<file path="src/rtl/p_mul_pkg.sv">
// Shared palu definitions for the packed multiplier: pack-width encodings,
// lane widths, FSM states and the lane-boundary mask helpers.
package p_mul_pkg;

  localparam int unsigned PW_B32 = 0;
  localparam int unsigned PW_B16 = 1;
  localparam int unsigned PW_B8  = 2;
  localparam int unsigned PW_B4  = 3;
  localparam int unsigned PW_B2  = 4;

  localparam logic [4:0] PW_32 = 5'b00001;
  localparam logic [4:0] PW_16 = 5'b00010;
  localparam logic [4:0] PW_8  = 5'b00100;
  localparam logic [4:0] PW_4  = 5'b01000;
  localparam logic [4:0] PW_2  = 5'b10000;

  localparam logic [5:0] W_32 = 6'd32;
  localparam logic [5:0] W_16 = 6'd16;
  localparam logic [5:0] W_8  = 6'd8;
  localparam logic [5:0] W_4  = 6'd4;
  localparam logic [5:0] W_2  = 6'd2;

  typedef enum logic [1:0] {
    ST_IDLE = 2'd0,
    ST_RUN  = 2'd1,
    ST_DONE = 2'd2
  } state_e;

  function automatic logic pw_legal(input logic [4:0] pw);
    case (pw)
      PW_32, PW_16, PW_8, PW_4, PW_2: return 1'b1;
      default:                        return 1'b0;
    endcase
  endfunction

  // Iteration count minus one; illegal widths never enter RUN.
  function automatic logic [4:0] cnt_init(input logic [4:0] pw);
    case (pw)
      PW_32:   return 5'(W_32 - 6'd1);
      PW_16:   return 5'(W_16 - 6'd1);
      PW_8:    return 5'(W_8 - 6'd1);
      PW_4:    return 5'(W_4 - 6'd1);
      PW_2:    return 5'(W_2 - 6'd1);
      default: return 5'd0;
    endcase
  endfunction

  function automatic logic [31:0] lane_lsb_mask(input logic [4:0] pw);
    case (pw)
      PW_32:   return 32'h0000_0001;
      PW_16:   return 32'h0001_0001;
      PW_8:    return 32'h0101_0101;
      PW_4:    return 32'h1111_1111;
      PW_2:    return 32'h5555_5555;
      default: return 32'h0000_0001;
    endcase
  endfunction

endpackage

</file>
<file path="src/rtl/p_mul_if.sv">
// Request/response bundle between the palu issue logic and the packed multiplier.
interface p_mul_if;
  logic        mul_valid;
  logic        mul_flush;
  logic [31:0] mul_lhs;
  logic [31:0] mul_rhs;
  logic [4:0]  mul_pw;
  logic        mul_high;
  logic        mul_ready;
  logic [31:0] mul_result;

  modport master (
    output mul_valid, mul_flush, mul_lhs, mul_rhs, mul_pw, mul_high,
    input  mul_ready, mul_result
  );

  modport slave (
    input  mul_valid, mul_flush, mul_lhs, mul_rhs, mul_pw, mul_high,
    output mul_ready, mul_result
  );
endinterface

</file>
<file path="src/rtl/p_mul_addsub.sv">
// Packed adder/subtractor p_addsub: ripple add with the carry chain cut at
// every lane LSB; c_out exposes the carry out of each bit position.
module p_addsub
  import p_mul_pkg::*;
(
  input  logic [31:0] lhs,
  input  logic [31:0] rhs,
  input  logic [4:0]  pw,
  input  logic        sub,
  output logic [31:0] result,
  output logic [31:0] c_out
);

  logic [31:0] lsb_mask;
  logic        carry;
  logic        b_bit;
  logic        c_in;

  always_comb begin
    lsb_mask = lane_lsb_mask(pw);
    result   = 32'h0000_0000;
    c_out    = 32'h0000_0000;
    carry    = 1'b0;
    b_bit    = 1'b0;
    c_in     = 1'b0;
    for (int i = 0; i < 32; i++) begin
      b_bit     = rhs[i] ^ sub;
      c_in      = lsb_mask[i] ? sub : carry;
      result[i] = lhs[i] ^ b_bit ^ c_in;
      c_out[i]  = (lhs[i] & b_bit) | (lhs[i] & c_in) | (b_bit & c_in);
      carry     = c_out[i];
    end
  end

endmodule

</file>
<file path="src/rtl/p_mul.sv">
// Sequential packed unsigned multiplier: one shift-and-add step per cycle,
// each lane shifting {carry, acc, mplier} right independently.
module p_mul
  import p_mul_pkg::*;
(
  input  logic     g_clk,
  input  logic     g_reset,
  p_mul_if.slave   bus
);

  state_e      state_q, state_d;
  logic [4:0]  cnt_q, cnt_d;
  logic [31:0] lhs_q, lhs_d;
  logic [4:0]  pw_q, pw_d;
  logic        high_q, high_d;
  logic [31:0] acc_q, acc_d;
  logic [31:0] mplier_q, mplier_d;

  logic [31:0] lsb_mask, msb_mask, addend, sum, carry_out;
  logic [31:0] acc_nx, mplier_nx;
  logic        rep_bit, sum_lsb;

  assign lsb_mask = lane_lsb_mask(pw_q);
  assign msb_mask = {lsb_mask[0], lsb_mask[31:1]};

  always_comb begin
    addend  = 32'h0000_0000;
    rep_bit = 1'b0;
    for (int i = 0; i < 32; i++) begin
      rep_bit   = lsb_mask[i] ? mplier_q[i] : rep_bit;
      addend[i] = lhs_q[i] & rep_bit;
    end
  end

  p_addsub u_addsub (
    .lhs    (acc_q),
    .rhs    (addend),
    .pw     (pw_q),
    .sub    (1'b0),
    .result (sum),
    .c_out  (carry_out)
  );

  // Lane MSB takes the lane carry (acc) and the sum's lane LSB (mplier).
  always_comb begin
    acc_nx    = 32'h0000_0000;
    mplier_nx = 32'h0000_0000;
    sum_lsb   = 1'b0;
    for (int i = 0; i < 32; i++) begin
      sum_lsb = lsb_mask[i] ? sum[i] : sum_lsb;
      if (msb_mask[i]) begin
        acc_nx[i]    = carry_out[i];
        mplier_nx[i] = sum_lsb;
      end else begin
        acc_nx[i]    = sum[(i + 1) % 32];
        mplier_nx[i] = mplier_q[(i + 1) % 32];
      end
    end
  end

  always_comb begin
    state_d  = state_q;
    cnt_d    = cnt_q;
    lhs_d    = lhs_q;
    pw_d     = pw_q;
    high_d   = high_q;
    acc_d    = acc_q;
    mplier_d = mplier_q;
    case (state_q)
      ST_IDLE: begin
        if (bus.mul_valid && !bus.mul_flush) begin
          lhs_d  = bus.mul_lhs;
          pw_d   = bus.mul_pw;
          high_d = bus.mul_high;
          acc_d  = 32'h0000_0000;
          cnt_d  = cnt_init(bus.mul_pw);
          if (pw_legal(bus.mul_pw)) begin
            mplier_d = bus.mul_rhs;
            state_d  = ST_RUN;
          end else begin
            mplier_d = 32'h0000_0000;
            state_d  = ST_DONE;
          end
        end else begin
          state_d = ST_IDLE;
        end
      end
      ST_RUN: begin
        acc_d    = acc_nx;
        mplier_d = mplier_nx;
        cnt_d    = cnt_q - 5'd1;
        state_d  = (cnt_q == 5'd0) ? ST_DONE : ST_RUN;
      end
      ST_DONE: state_d = ST_IDLE;
      default: state_d = ST_IDLE;
    endcase
    if (bus.mul_flush) begin
      state_d = ST_IDLE;
    end else begin
      state_d = state_d;
    end
  end

  always_ff @(posedge g_clk) begin
    if (g_reset) begin
      state_q  <= ST_IDLE;
      cnt_q    <= 5'd0;
      lhs_q    <= 32'h0000_0000;
      pw_q     <= 5'd0;
      high_q   <= 1'b0;
      acc_q    <= 32'h0000_0000;
      mplier_q <= 32'h0000_0000;
    end else begin
      state_q  <= state_d;
      cnt_q    <= cnt_d;
      lhs_q    <= lhs_d;
      pw_q     <= pw_d;
      high_q   <= high_d;
      acc_q    <= acc_d;
      mplier_q <= mplier_d;
    end
  end

  assign bus.mul_ready  = (state_q == ST_DONE);
  assign bus.mul_result = high_q ? acc_q : mplier_q;

endmodule
</file>
<file path="src/flat_wrapper.sv">
// flat-port wrapper written by rule: the top's interface ports become plain ports
module p_mul_flat import p_mul_pkg::*;
  (g_clk, g_reset, bus_mul_valid, bus_mul_flush, bus_mul_lhs, bus_mul_rhs, bus_mul_pw, bus_mul_high, bus_mul_ready, bus_mul_result);
  p_mul_if bus_i ();
  input  logic g_clk;
  input  logic g_reset;
  input wire logic [$bits(bus_i.mul_valid)-1:0] bus_mul_valid;
  input wire logic [$bits(bus_i.mul_flush)-1:0] bus_mul_flush;
  input wire logic [$bits(bus_i.mul_lhs)-1:0] bus_mul_lhs;
  input wire logic [$bits(bus_i.mul_rhs)-1:0] bus_mul_rhs;
  input wire logic [$bits(bus_i.mul_pw)-1:0] bus_mul_pw;
  input wire logic [$bits(bus_i.mul_high)-1:0] bus_mul_high;
  output wire logic [$bits(bus_i.mul_ready)-1:0] bus_mul_ready;
  output wire logic [$bits(bus_i.mul_result)-1:0] bus_mul_result;
  assign bus_i.mul_valid = bus_mul_valid;
  assign bus_i.mul_flush = bus_mul_flush;
  assign bus_i.mul_lhs = bus_mul_lhs;
  assign bus_i.mul_rhs = bus_mul_rhs;
  assign bus_i.mul_pw = bus_mul_pw;
  assign bus_i.mul_high = bus_mul_high;
  assign bus_mul_ready = bus_i.mul_ready;
  assign bus_mul_result = bus_i.mul_result;
  p_mul u_core (.g_clk(g_clk), .g_reset(g_reset), .bus(bus_i));
endmodule
</file>
<file path="config.mk">
export PLATFORM = sky130hd
export DESIGN_NAME = p_mul_flat
export DESIGN_NICKNAME = d
export VERILOG_FILES = /design/src/rtl/p_mul_pkg.sv /design/src/rtl/p_mul_if.sv /design/src/rtl/p_mul_addsub.sv /design/src/rtl/p_mul.sv /design/src/flat_wrapper.sv
export SDC_FILE = /design/constraint.sdc
export NUM_CORES = 1
export LEC_CHECK = 0
export CORE_MARGIN = 2
export CORE_UTILIZATION = 48
export CTS_CLUSTER_DIAMETER = 60
export DETAILED_ROUTE_END_ITERATION = 10
export PLACE_DENSITY = 0.83
export SLEW_MARGIN = 15
export SYNTH_ARGS = -nofsm -noshare
export SYNTH_HDL_FRONTEND = slang
export SYNTH_HIERARCHICAL = 1
export SYNTH_SLANG_ARGS = --single-unit
</file>
<file path="constraint.sdc">
create_clock -name g_clk -period 12.98 [get_ports g_clk]
set_input_delay 1.298 -clock g_clk [delete_from_list [all_inputs] [get_ports g_clk]]
set_output_delay 1.298 -clock g_clk [all_outputs]
set_load 0.01 [all_outputs]
</file>
# [Yosys cells after proc, flatten, opt, wreduce, memory -nomap -nowiden]
# Cells that the tools add are included.
[totals] reg_bits=109 latchBits=0 ramBits=0 romBits=0 input_bits=74 out_inout_bits=33 elab_cells=456 mem_count=0
[op_classes] add_sub_neg=1 multipliers=0 n_div=0 magnitude_cmp=0 eq_ne=12 n_shift=0 n_mux=176 n_bitwise=251 n_reduce_logical=9
[ops] cell="$mux W1" n=162
[ops] cell="$mux W32" n=4
[ops] cell="$pmux W32 S2" n=2
[ops] cell="$and A1 B1 Y1" n=126
[ops] cell="$pmux W31 S4" n=1
[ops] cell="$xor A1 B1 Y1" n=63
[ops] cell="$or A1 B1 Y1" n=62
[ops] cell="$pmux W5 S5" n=1
[ops] cell="$eq A5 B2 Y1 const B" n=2
[ops] cell="$eq A5 B3 Y1 const B" n=2
[ops] cell="$eq A5 B4 Y1 const B" n=2
[ops] cell="$eq A5 B5 Y1 const B" n=2
[ops] cell="$pmux W5 S2" n=1
[ops] cell="$mux W2" n=3
[ops] cell="$eq A5 B1 Y1 const B" n=1
[ops] cell="$logic_not A5 Y1" n=1
[ops] cell="$mux W5" n=1
[ops] cell="$reduce_or A5 Y1" n=1
[ops] cell="$sub A5 B1 Y5 const B" n=1
[ops] cell="$pmux W2 S2" n=1
[ops] cell="$reduce_and A2 Y1" n=2
[ops] cell="$eq A2 B1 Y1 const B" n=1
[ops] cell="$eq A2 B2 Y1 const B" n=1
[ops] cell="$logic_not A2 Y1" n=1
[ops] cell="5 further kinds" n=5

# [Depth between registers and ports, before layout]
# Gate-level depths: netlist of run 1.
[logic_depth] ltp_word=131 depth_mapped=60 mapped_depth_nobuf=56

# [Hierarchy]
# The synthesis of run 1 kept the hierarchy.
[modules_own_cells] mod="p_mul" instances=1 cells_per_inst=718 area_each_um2=5666.7 seq_area_each_um2=2182.1
[modules_own_cells] mod="p_addsub" instances=1 cells_per_inst=236 area_each_um2=1834.3 seq_area_each_um2=0.0

# [Least setup slack after synthesis of run 1]
# Ideal clock, no wire load.
[synth_path] kind="register to register" startpoint="register u_core.pw_q[1]" endpoint="register u_core.mplier_q[31]" arrival_ns=13.428 t_required_ns=12.846 path_slack_ns=-0.582 stages_incl_launch_ff=59 period_less_slack_ns=13.562 cell_sequence="dfxtp_1 -> buf_2 -> nor2_1 -> and3_1 -> buf_4 -> buf_2 -> mux2i_1 -> nor2b_1 -> xnor2_1 -> fa_1 -> fa_1 -> a21o_1 -> fa_1 -> fa_1 -> nand2_1 -> o21ai_1 -> fa_1 -> fa_1 -> (+23 left out) -> o22ai_2 -> fa_1 -> a31oi_1 -> o32ai_2 -> fa_1 -> o21ai_0 -> o22ai_2 -> fa_1 -> o21ai_1 -> o22ai_2 -> fa_1 -> o21ai_0 -> o22ai_2 -> fa_1 -> inv_1 -> a221oi_1 -> o21a_1 -> o32ai_1"
[synth_between] elab_cells_between_ends=332 cone_classes="4 x eq/ne; 93 x mux; 235 x bitwise"
[synth_rtl] item="start: declaration" line_no="p_mul.sv:14" source="logic [4:0] pw_q, pw_d;"
[synth_rtl] item="start signal: assignment" line_no="p_mul.sv:117" source="pw_q <= pw_d;"
[synth_rtl] item="$eq A5 B5 Y1, or another cell as far along" line_no="p_mul_pkg.sv:49" source="case (pw)"
[synth_rtl] item="$pmux W31 S4 (*)" line_no="p_mul_pkg.sv:49"
[synth_rtl] item="$mux W1 (*)" line_no="p_mul.sv:30" source="rep_bit = lsb_mask[i] ? mplier_q[i] : rep_bit;"
[synth_rtl] item="$and A1 B1 Y1 (*)" line_no="p_mul.sv:31" source="addend[i] = lhs_q[i] & rep_bit;"
[synth_rtl] item="via u_core.addend[2]" line_no="p_mul.sv:19" source="logic [31:0] lsb_mask, msb_mask, addend, sum, carry_out;"
[synth_rtl] item="$and A1 B1 Y1" line_no="p_mul_addsub.sv:30" source="c_out[i] = (lhs[i] & b_bit) | (lhs[i] & c_in) | (b_bit & c_in);"
[synth_rtl] item="$or A1 B1 Y1" line_no="p_mul_addsub.sv:30"
[synth_rtl] item="$or A1 B1 Y1 (*)" line_no="p_mul_addsub.sv:30"
[synth_rtl] item="(+20 left out)"
[synth_rtl] item="via u_core.carry_out[7]" line_no="p_mul.sv:19"
[synth_rtl] item="(+86 left out)"
[synth_rtl] item="$or A1 B1 Y1" line_no="p_mul_addsub.sv:30"
[synth_rtl] item="$or A1 B1 Y1 (*)" line_no="p_mul_addsub.sv:30"
[synth_rtl] item="$mux W1 (*)" line_no="p_mul_addsub.sv:28" source="c_in = lsb_mask[i] ? sub : carry;"
[synth_rtl] item="$xor A1 B1 Y1 (*)" line_no="p_mul_addsub.sv:29" source="result[i] = lhs[i] ^ b_bit ^ c_in;"
[synth_rtl] item="via u_core.sum[30]" line_no="p_mul.sv:19"
[synth_rtl] item="$mux W1 (*) (2 in a row)" line_no="p_mul.sv:50" source="sum_lsb = lsb_mask[i] ? sum[i] : sum_lsb;"
[synth_rtl] item="$mux W1 (*)" line_no="p_mul.sv:51" source="if (msb_mask[i]) begin"
[synth_rtl] item="$pmux W32 S2 (*)" line_no="p_mul.sv:69" source="case (state_q)"
[synth_rtl] item="end signal: assignment" line_no="p_mul.sv:120" source="mplier_q <= mplier_d;"
[synth_rtl] item="end: declaration" line_no="p_mul.sv:17" source="logic [31:0] mplier_q, mplier_d;"
# Mark *: on every way through the listed nets, which the timed path passes. The rest lies on a longest branch.
# A chain may end at the register's enable or synchronous reset.

# [Final worst setup path of run 1]
[layout_path] startpoint="register u_core.pw_q[0]" endpoint="register u_core.mplier_q[31]"
# Same word-level chain as after synthesis.

==> run_results.csv, run 1 <==
group,metric,value,unit
final_layout,final_cell_mix,"nand2_1, nor2_1, clkdlybuf4s50_1",
sta,tightest_slew,0.714,ns
pwr,p_comb_share,21.5,%
routing,wl,21200,µm
hold_path,hold_path.class,"flip-flop to flip-flop",
grt,grt_pass1_vias,6866,
logic_synthesis,avgSynthCellArea,7.88,µm²
worst_setup_path,start_kind,"flip-flop",
pwr,netSwitchingPower,0.000237,W
routing,drtPass1Iterations,7,
worst_setup_path,slowest_stage,"fa_1",
pwr,leakagePower,3.53,nW
routing,drc_errors,0,
worst_setup_path,crit_end,"u_core/mplier_q[31]",
job,maxCapViolations,0,
clock_tree,clock_path_buffers,2,
grt,antenna_found_initial,0,
sta,fin_crit_sh,97.6,%
pwr,power.density,91.3,mW/mm²
final_layout,drive_gt1_share,16.2,%
worst_setup_path,crit_start,"u_core/pw_q[0]",
placed_design,dp_slack,-0.178,ns
floorplanning,boundaryPins,107,
floorplanning,dieArea,0.0166,mm²
logic_synthesis,synthCells,948,
pwr,ir_drop,0.0000732,V
final_layout,nFillCells,1346,
sta,setup_ws,0.307,ns
final_layout,antenna_cells,0,
routing,viasPerCell,5.84,
clock_tree,cts-root-buf,"clkbuf_16",
routing,vias,7089,
placed_design,place.gp.congestion,0.884,
floorplanning,fp.dieW,129,µm
sta,hold_viol,0,
grt,grtUsageTotal,25.5,%
worst_setup_path,crit_top_cell,"fa_2",
worst_setup_path,crit_fanout,3,
worst_setup_path,r2r-start,"u_core/pw_q[0]",
final_layout,mostFrequentLayoutCell,"nand2_1",
clock_tree,cts_sinks,109,
logic_synthesis,netlist_area,0.00747,mm²
pwr,internal_power,0.000593,W
clock_tree,tritoncts,"built",
worst_setup_path,cp-end-kind,"flip-flop",
placed_design,place_area,0.00859,mm²
hold_path,whs_path_depth,2,
sta,max_freq,0.0789,GHz
final_layout,synthToLayoutAreaGrowth,21.6,%
final_layout,nNetsFinal,1126,
sta,slew_violations,0,
sta,finalCriticalPeriod,12.67,ns
logic_synthesis,synth_nets,1054,
routing,drt_iter0_drc,696,
placed_design,hpwl,14100,µm
worst_setup_path,r2r_slack,0.31,ns
worst_setup_path,cpPeakStageDelay,0.48,ns
placed_design,portBuffers,106,
sta,finalClockSkew,0.0104,ns
grt,grt_overflow,0,
sta,slew_headroom,52.2,%
floorplanning,core.rowCount,45,
grt,grt_pass1_wl,33800,µm
clock_tree,clk_latency,0.36,ns
final_layout,register_area,0.00219,mm²
worst_setup_path,path_class,"flip-flop to flip-flop",
sta,holdWs,0.456,ns
floorplanning,fp.dieH,129,µm
sta,setup_viol,0,
clock_tree,numCtsBuffers,9,
grt,grt_max_degree,62,
routing,wire_per_inst,17.5,µm
outcome,status,"finished, final reports clean",
floorplanning,start_util,49.2,%
clock_tree,cts-hold-fix-buffers,0,
pwr,swShare,28.6,%
worst_setup_path,reg2regPathDepth,55,
pwr,p_seq_share,42.7,%
logic_synthesis,yosysWarnings,6,
final_layout,design_area,0.00909,mm²
pwr,clockPowerShare,35.8,%
floorplanning,coreArea,0.0152,mm²
worst_setup_path,cp.arrival,12.89,ns
clock_tree,cts.htree.levels,3,
clock_tree,clk_pin_slew,0.07,ns
routing,ant_nets,0,
worst_setup_path,r2r-end,"u_core/mplier_q[31]",
worst_setup_path,critPathRequiredTime,13.20,ns
final_layout,multiInputGateArea,0.00486,mm²
==> critical path, delay by kind of cell, from the launching register on <==
| family | cells | cell delay [ns] |
|---|---|---|
| mux | 2 | 0.18 |
| flops | 1 | 0.34 |
| buf+inv | 2 | 0.13 |
| fa+ha+maj | 20 | 7.85 |
| simple gates | 5 | 0.65 |
| xor+xnor | 1 | 0.11 |
| compound gates | 25 | 3.30 |
==> timing repair <==
action | in CTS | in global routing
pin swaps | 1 | 22
endpoints found under the setup margin | 2 | 4
buffers inserted | 0 | 3
resized for setup | 5 | 37
==> flip-flops by register name (all words and copies together), names as in the netlist <==
| name | count |
|---|---|
| u_core/high_q | 1 |
| u_core/cnt_q | 5 |
| u_core/acc_q | 32 |
| u_core/lhs_q | 32 |
| u_core/mplier_q | 32 |
| u_core/pw_q | 5 |
| u_core/state_q | 2 |
==> power by group through the flow <==
stage	Sequential [W]	Clock [W]	Combinational, W
after floorplan	0.000359	0	0.000113
after global placement	0.000361	0	0.000165
after detailed placement	0.000362	0	0.000168
after CTS	0.000354	0.000300	0.000170
after global routing	0.000356	0.000312	0.000194
final	0.000354	0.000297	0.000178
==> layer usage <==
layer	GRT usage [%]	wire (µm)	up-vias
met5	0	0	-
met4	7.54	459	0
met3	6.03	1590	41
met2	42.5	10000	308
met1	33.0	9090	3381
li1	-	-	3359
==> area by class of cell <==
type	count	area share, %
multi-input cells	704	53.5
flip-flops and latches	109	24.1
repair buffers	131	13.7
inverters	65	2.68
well taps	188	2.59
clock buffers	9	2.48
clock inverters	7	0.977
==> through the flow <==
step	instances	total power [W]	TNS (ns)	util [%]
6_report	1213	0.000830	0	59.8
5_1_grt	1213	0.000861	-0.126	59.8
4_1_cts	1210	0.000824	0	58.7
3_5_place_dp	1194	0.000530	-0.178	56.5
3_3_place_gp	1194	0.000526	0	56.5
2_1_floorplan	948	0.000472	0	-
==> worst min-delay path by stage <==
stage,slack (ns),from,end
4_1_cts,0.46,u_core/lhs_q[1],u_core/lhs_q[1]
3_3_place_gp,0.44,u_core/lhs_q[0],u_core/lhs_q[0]
5_1_grt,0.48,u_core/lhs_q[1],u_core/lhs_q[1]
6_report,0.46,u_core/lhs_q[31],u_core/lhs_q[31]
2_1_floorplan,0.43,u_core/lhs_q[0],u_core/lhs_q[0]
3_5_place_dp,0.45,u_core/lhs_q[1],u_core/lhs_q[1]
(Power assumes the default switching activity.)
==> run 2, diff against run 1 <==
--- a/config.mk
+++ b/config.mk
@@ -5,6 +5,7 @@
 export SDC_FILE = /design/constraint.sdc
 export NUM_CORES = 1
 export LEC_CHECK = 0
+export CAP_MARGIN = 20
 export CORE_MARGIN = 2
 export CORE_UTILIZATION = 48
 export CTS_CLUSTER_DIAMETER = 60
==> run 2 against run 1 <==
Against the previous run:
- routed wire length down 0.24%
- setup slack better by 0.081 ns
- first-iteration DRC count up 5.0%
- final cell count about the same
- fmax up 0.64%
- utilization down 0.15 points
- non-clock buffer count up 1
- design area down 0.25%
- via count down 0.35%
- combinational power about the same
- highest routed layer unchanged
==> run_results.csv, run 2 (same netlist as run 1, synthesis figures left out) <==
group,metric,value,unit
pwr,total_power,0.000829,W
worst_setup_path,slowest_stage,"fa_1",
hold_path,hold_path.class,"flip-flop to flip-flop",
grt,met3_usage,4.95,%
routing,wire_per_inst,17.4,µm
worst_setup_path,cp-end-kind,"flip-flop",
clock_tree,cts-hold-fix-buffers,0,
sta,setup-tns-final,0,ns
routing,wl,21100,µm
job,maxCapViolations,0,
sta,tightest_slew,0.692,ns
sta,hold_viol,0,
final_layout,stdcell_count,1214,
grt,grt.busiest_layer,"met2",
clock_tree,cts-root-buf,"clkbuf_16",
worst_setup_path,critPathRequiredTime,13.20,ns
hold_path,whs_path_depth,2,
pwr,ir_drop,0.0000743,V
floorplanning,dieArea,0.0166,mm²
sta,slew_headroom,53.7,%
routing,drt_iter0_drc,731,
grt,met1_usage,33.1,%
grt,grt_max_degree,62,
outcome,status,"finished, final reports clean",
worst_setup_path,cpLargestDelayFamily,"adder cells",
placed_design,dp_slack,-0.141,ns
routing,drtPass1Iterations,9,
floorplanning,coreArea,0.0152,mm²
final_layout,multiInputGateArea,0.00483,mm²
final_layout,largestRegisters,"u_core/acc_q x32, u_core/lhs_q x32, u_core/mplier_q x32",
floorplanning,fp.dieW,129,µm
placed_design,place.gp.congestion,0.884,
clock_tree,cts_sinks,109,
floorplanning,start_util,49.2,%
pwr,power.density,91.5,mW/mm²
sta,max_freq,0.0794,GHz
clock_tree,clk_latency,0.36,ns
worst_setup_path,cp_num_buf_inv,2,
final_layout,nNetsFinal,1127,
sta,slew_violations,0,
worst_setup_path,start_kind,"flip-flop",
floorplanning,core.rowCount,45,
floorplanning,fp.dieH,129,µm
worst_setup_path,crit_top_cell,"fa_2",
sta,finalCriticalPeriod,12.59,ns
pwr,leakagePower,3.53,nW
routing,vias,7064,
placed_design,portBuffers,106,
placed_design,place_inst,1195,
grt,grtUsageTotal,25.3,%
final_layout,drive_gt1_share,16.0,%
clock_tree,clock_path_buffers,2,
floorplanning,boundaryPins,107,
sta,finalClockSkew,0.00969,ns
final_layout,synthToLayoutAreaGrowth,21.3,%
sta,setup_ws,0.388,ns
final_layout,antenna_cells,0,
worst_setup_path,crit_fanout,3,
sta,setup_viol,0,
worst_setup_path,cp.arrival,12.82,ns
final_layout,register_area,0.00219,mm²
grt,grt_pass1_wl,33400,µm
worst_setup_path,cpPeakStageDelay,0.48,ns
routing,ant_nets,0,
routing,drc_errors,0,
grt,grt_overflow,0,
worst_setup_path,cp.depth,55,
final_layout,nFillCells,1318,
clock_tree,numCtsBuffers,9,
worst_setup_path,reg2regPathDepth,55,
sta,holdWs,0.455,ns
grt,antenna_found_initial,0,
final_layout,mostFrequentLayoutCell,"nand2_1",
routing,viasPerCell,5.82,
clock_tree,cts.htree.levels,3,
worst_setup_path,path_class,"flip-flop to flip-flop",
grt,grt_pass1_vias,6756,
placed_design,hpwl,14100,µm
clock_tree,tritoncts,"built",
grt,met2_usage,42.7,%
clock_tree,clk_pin_slew,0.07,ns
sta,fin_crit_sh,97.0,%
final_layout,final_cell_mix,"nand2_1, nor2_1, clkdlybuf4s50_1, dfxtp_1, a21oi_1",
-- run 2: cell type report --
type                       instances  area share (%)
clock buffer                       9            2.48
multi-input combinational        704            53.3
clock inverter                     7           0.980
timing repair buffer             132            13.8
sequential                       109            24.1
tap                              188            2.59
inverter                          65            2.69
-- run 2: report_power, final --
group	total, W	internal [W]	switching (W)
clock	0.000297	0.000169	0.000129
sequential	0.000354	0.000345	0.00000906
combinational	0.000178	0.0000789	0.0000990
total	0.000829	0.000593	0.000237
-- run 2: timing repair --
action / 4_1_cts / 5_1_grt
gates cloned: 0 / 0
hold endpoints to repair: 0 / 0
pin swaps: 1 / 16
endpoints found under the setup margin: 2 / 4
gates resized for setup: 5 / 32
buffers inserted: 0 / 3
-- run 2: through the flow --
stage | area [µm²] | utilization [%]
5_1_grt | 9070 | 59.6
2_1_floorplan | 7500 | -
6_report | 9070 | 59.6
4_1_cts | 8930 | 58.7
3_3_place_gp | 8590 | 56.5
3_5_place_dp | 8600 | 56.6
-- run 2: tightest hold or removal path: cells and delay by family, from the launching register on --
kind | cells | cell delay (ns)
flip-flops | 1 | 0.31
AND/OR/NAND/NOR | 1 | 0.05
AO/OA/AOI/OAI | 1 | 0.05
-- run 2: worst paths after layout --
path	from	endpoint	slack [ns]
worst max-delay path	u_core/pw_q[0]	u_core/mplier_q[31]	0.39
worst min-delay path	u_core/lhs_q[31]	u_core/lhs_q[31]	0.46
worst min register to register	u_core/lhs_q[31]	u_core/lhs_q[31]	0.46
worst max register to register	u_core/pw_q[0]	u_core/mplier_q[31]	0.39
-- run 2: routing by layer --
layer  vias to the layer above  share of wire, %
met5                         -                 0
met2                       319                48
met4                         0               1.9
li1                       3374                 -
met3                        38               8.0
met1                      3333                43
==> run 3, diff against run 2 <==
--- a/config.mk
+++ b/config.mk
@@ -5,6 +5,7 @@
 export SDC_FILE = /design/constraint.sdc
 export NUM_CORES = 1
 export LEC_CHECK = 0
+export ABC_CLOCK_PERIOD_IN_PS = 12980
 export CAP_MARGIN = 20
 export CORE_MARGIN = 2
 export CORE_UTILIZATION = 48
==> results of run 3 <==
The final DEF is identical to that of run 2; final timing and power are the same.
